**src/rtl/config_frame_writer.sv**
```systemverilog
// config_frame_writer: turns config words into fabric frame writes.
// Each header selects a column and frame, NUM_ROWS data words follow, then a one-cycle strobe commits the frame.
module config_frame_writer #(
    parameter int          NUM_COLUMNS    = 16,
    parameter int          NUM_ROWS       = 16,
    parameter int          FRAMES_PER_COL = 20,
    parameter logic [31:0] DESYNC_WORD    = 32'hFAB0_FAB1
) (
    input  logic                     clk_i,
    input  logic                     reset_i,
    input  logic                     word_write_strobe_i,
    input  logic [31:0]              write_data_i,
    output logic [NUM_ROWS*32-1:0]   frame_data_o,
    output logic [NUM_COLUMNS-1:0]   column_select_o,
    output logic [FRAMES_PER_COL-1:0] frame_strobe_o,
    output logic                     busy_o,
    output logic                     config_done_o,
    output logic                     error_o
);
    localparam int CW = $clog2(NUM_ROWS) + 1;
    localparam int DW = NUM_ROWS * 32;
    typedef enum logic [1:0] {HEADER, LOAD, DONE} state_t;
    state_t state, state_next;
    logic [CW-1:0] count;
    logic [4:0] frame;
    logic valid_header, is_desync, last_word;
    always_comb begin
        valid_header = 32'(write_data_i[31:24]) < NUM_COLUMNS && 32'(write_data_i[4:0]) < FRAMES_PER_COL;
        is_desync = write_data_i == DESYNC_WORD;
        last_word = 32'(count) == NUM_ROWS - 1;
        state_next = state;
        if (word_write_strobe_i)
            case (state)
                HEADER:  state_next = is_desync ? DONE : valid_header ? LOAD : HEADER;
                LOAD:    state_next = last_word ? HEADER : LOAD;
                default: state_next = state;
            endcase
    end
    assign busy_o = state == LOAD;
    assign config_done_o = state == DONE;
    always_ff @(posedge clk_i) begin
        if (reset_i) begin
            state <= HEADER;
            count <= '0;
            frame <= '0;
            frame_data_o <= '0;
            column_select_o <= '0;
            frame_strobe_o <= '0;
            error_o <= 1'b0;
        end else begin
            state <= state_next;
            frame_strobe_o <= '0;
            if (word_write_strobe_i && state == HEADER && !is_desync) begin
                if (valid_header) begin
                    column_select_o <= NUM_COLUMNS'(1) << write_data_i[31:24];
                    frame <= write_data_i[4:0];
                    count <= '0;
                end else
                    error_o <= 1'b1;
            end
            // Shift keeps row 0 in the MSBs and still works when NUM_ROWS is 1.
            if (word_write_strobe_i && state == LOAD) begin
                frame_data_o <= DW'({frame_data_o, write_data_i});
                count <= count + 1'b1;
                if (last_word)
                    frame_strobe_o <= FRAMES_PER_COL'(1) << frame;
            end
        end
    end
endmodule
```
**config.mk**
```make
export PLATFORM = sky130hd
export DESIGN_NAME = config_frame_writer
export DESIGN_NICKNAME = d
export VERILOG_FILES = /design/src/rtl/config_frame_writer.sv
export SDC_FILE = /design/constraint.sdc
export NUM_CORES = 1
export LEC_CHECK = 0
export ABC_CLOCK_PERIOD_IN_PS = 2300
export CAP_MARGIN = 10
export CORE_AREA = 2 2 225 227
export CTS_CLUSTER_DIAMETER = 50
export DETAILED_ROUTE_END_ITERATION = 10
export DIE_AREA = 0 0 227 229
export GPL_ROUTABILITY_DRIVEN = 0
export PLACE_DENSITY_LB_ADDON = 0.2
export SLEW_MARGIN = 30
export SYNTH_ARGS = -nofsm -noshare
export SYNTH_HDL_FRONTEND = slang
export SYNTH_SLANG_ARGS = --single-unit
```
**constraint.sdc**
```tcl
create_clock -name clk_i -period 2.3 [get_ports clk_i]
set_input_delay 0.46 -clock clk_i [delete_from_list [all_inputs] [get_ports clk_i]]
set_output_delay 0.46 -clock clk_i [all_outputs]
set_load 0.01 [all_outputs]
```
==> flow_metrics.tcl <==
set metrics [dict create \
    run_status "finished clean" \
    ys_types 38 \
    rsz0062_at_grt "false" \
    syn2layout_area_growth_pct 45.2 \
    fmax_mhz 450 \
    synth_warnings 0 \
    synth_top_area_cell "dfxtp_1" \
    core.rowCount 82 \
    maxCapViolCount 0 \
    slew_violations 0 \
    synth_top_area_share_pct 58.2 \
    syn_area_um2 19300 \
    antenna_left 0 \
    min_period_ns 2.22 \
    n_antenna_cell 0 \
    syn_nets 2476 \
    nNetsFinal 2993 \
    min_path_type "input pin to flop" \
    clk_path_buf_depth 3 \
    htreeDepth 2 \
    drt-initial-drc-count 1363 \
    hold-worst-slack_ns 0.231 \
    cts_resized 2 \
    synthTopCellsByArea "dfxtp_1, nand2_1, a21oi_1, clkbuf_1, buf_2" \
    critPathMaxFanout 7 \
    grt_pass1_vias 17700 \
    wire_per_inst_um 18.8 \
    via_per_inst 4.97 \
    first_pass_iters 8 \
    crit_chain "nor2b_1, clkdlybuf4s50_1" \
    hold_violations 0 \
    p_leak_nw 9.05 \
    setup_viol 0 \
    post-place-ws_ns -0.0497 \
    critPathKind "flop to output pin" \
    synth_seq_cells 561 \
    ys_seq_area_share_pct 58.2 \
    syn_area_per_cell_um2 7.92 \
    clkLatencyLatePin_ns 0.61 \
    grt_pass1_wl_um 104000 \
    cts_tree "done" \
    cts_root_buf "clkbuf_16" \
    finalCritPeriodShare_pct 96.7 \
    critical_path.max_stage_delay_ns 0.59 \
    worstPathArrival_ns 1.76 \
    cts_setup_buffers 0 \
    clock_sinks 561 \
    grt_antenna_before_repair 0 \
    design.core.area_um2 49700 \
    fin_util_pct 56.4 \
    end_kind "output pin" \
    hold_buffers 0 \
    cp_slowest_cell "clkdlybuf4s50_1" \
    vias 18300 \
    power.density_nw_per_um2 716 \
    die_h_um 229 \
    grtUsageTotal_pct 25.5 \
    dp_hpwl_um 50100 \
    dieWidth_um 227 \
    max_slew_margin_pct 51.6 \
    postLayoutSetupSlackWorst_ns 0.0758 \
    final.setup_skew_ns 0.0138 \
    grt_max_degree 148 \
    cts_made_buffers 61 \
    portBuffers 585 \
    start_util_pct 38.9 \
    dieArea_um2 52000 \
    mostFrequentLayoutCells "nand2_1, clkdlybuf4s50_1, dfxtp_1" \
    cp_data_required_time_ns 1.84 \
    wl_um 69100 \
    tightest_slew_ns 0.726 \
    clk_pin_slew_worst_paths_ns 0.06 \
    drc_errors 0 \
    synthCells 2439 \
    io_pins 586 \
    start_kind "flop" \
    grt_overflow_total 0 \
    peakVddDrop_mv 0.566 \
    final_common_cell "nand2_1" \
    drive_gt1_share_pct 5.49 \
]
-- cell families (layout without fill, tap and decap cells) --
logic type,after synthesis,after routing,share of synthesized area [%]
flip-flops,561,561,58.2
adder cells (fa/ha/maj),2,2,0.130
buffers and inverters,188,754,4.11
AND/OR/NAND/NOR,1143,1143,23.4
AO/OA/AOI/OAI,545,545,14.2
-- worst max-delay path, delay by kind of cell (launching register included) --
family | cells | cell delay [ns]
flops | 1 | 0.39
buf+inv | 1 | 0.59
simple gates | 1 | 0.18
-- final cells by class --
| cell class | instances | area [µm²] |
|---|---|---|
| sequential | 561 | 11200 |
| clock buffer | 85 | 1760 |
| fill | 4646 | 21600 |
| tap | 672 | 841 |
| clock inverter | 27 | 308 |
| inverter | 3 | 11.3 |
| timing repair buffer | 639 | 6590 |
| multi-input combinational | 1690 | 7290 |
-- layer usage --
layer,wire length [µm],track usage (%),vias up
met5,0,0,-
met4,2840,10.3,0
met3,6720,9.39,132
met2,33300,43.3,658
met1,26300,28.9,8567
li1,-,-,8919
-- cell usage after synthesis, drive strengths merged --
library cell and n:
clkbuf 100, nor2 23, and4 2, o32ai 1, nor2b 3, nor3 7
ha 2, or4 2, a21oi 538, nand3b 3, dfxtp 561, a31oi 2
inv 3, or3 4, o211ai 1, or3b 1, buf 85, nand2 1058
or4b 1, o21ai 2, and4b 1, o31ai 1, nand4b 3, nand2b 4
nor3b 2, nand4 7, nor4 2, nand3 13, and3 3, nor4bb 4
-- sequential cells by signal, indices dropped and copies added (netlist names) --
register         count
column_select_o     16
count                5
error_o              1
frame                5
frame_data_o       512
frame_strobe_o      20
state                2
-- path summary, 6_finish.rpt --
path / from / to / slack (ns) / cells after the start
max: state[0] / busy_o / 0.08 / 2
min: reset_i / frame_data_o[500] / 0.23 / 2
max reg2reg: count[0] / frame_strobe_o[18] / 0.43 / 6
min reg2reg: column_select_o[4] / column_select_o[4] / 0.45 / 2
-- metrics by stage --
step                      power [W]  area (µm²)  TNS, ns  std cells
final                        0.0201       28000        0       3677
after global routing         0.0207       28000        0       3677
after CTS                    0.0202       28000        0       3677
after detailed placement     0.0103       26000  -0.0497       3565
after global placement       0.0103       26000   -0.133       3565
after floorplan              0.0102       19300        0       2439
-- power by group --
part	switching, W	internal (W)	total, W
Combinational	0.000266	0.000119	0.000385
Clock	0.00403	0.00591	0.00995
Sequential	0.00000608	0.00972	0.00973
No activity file was read; power rests on OpenSTA's default activity.
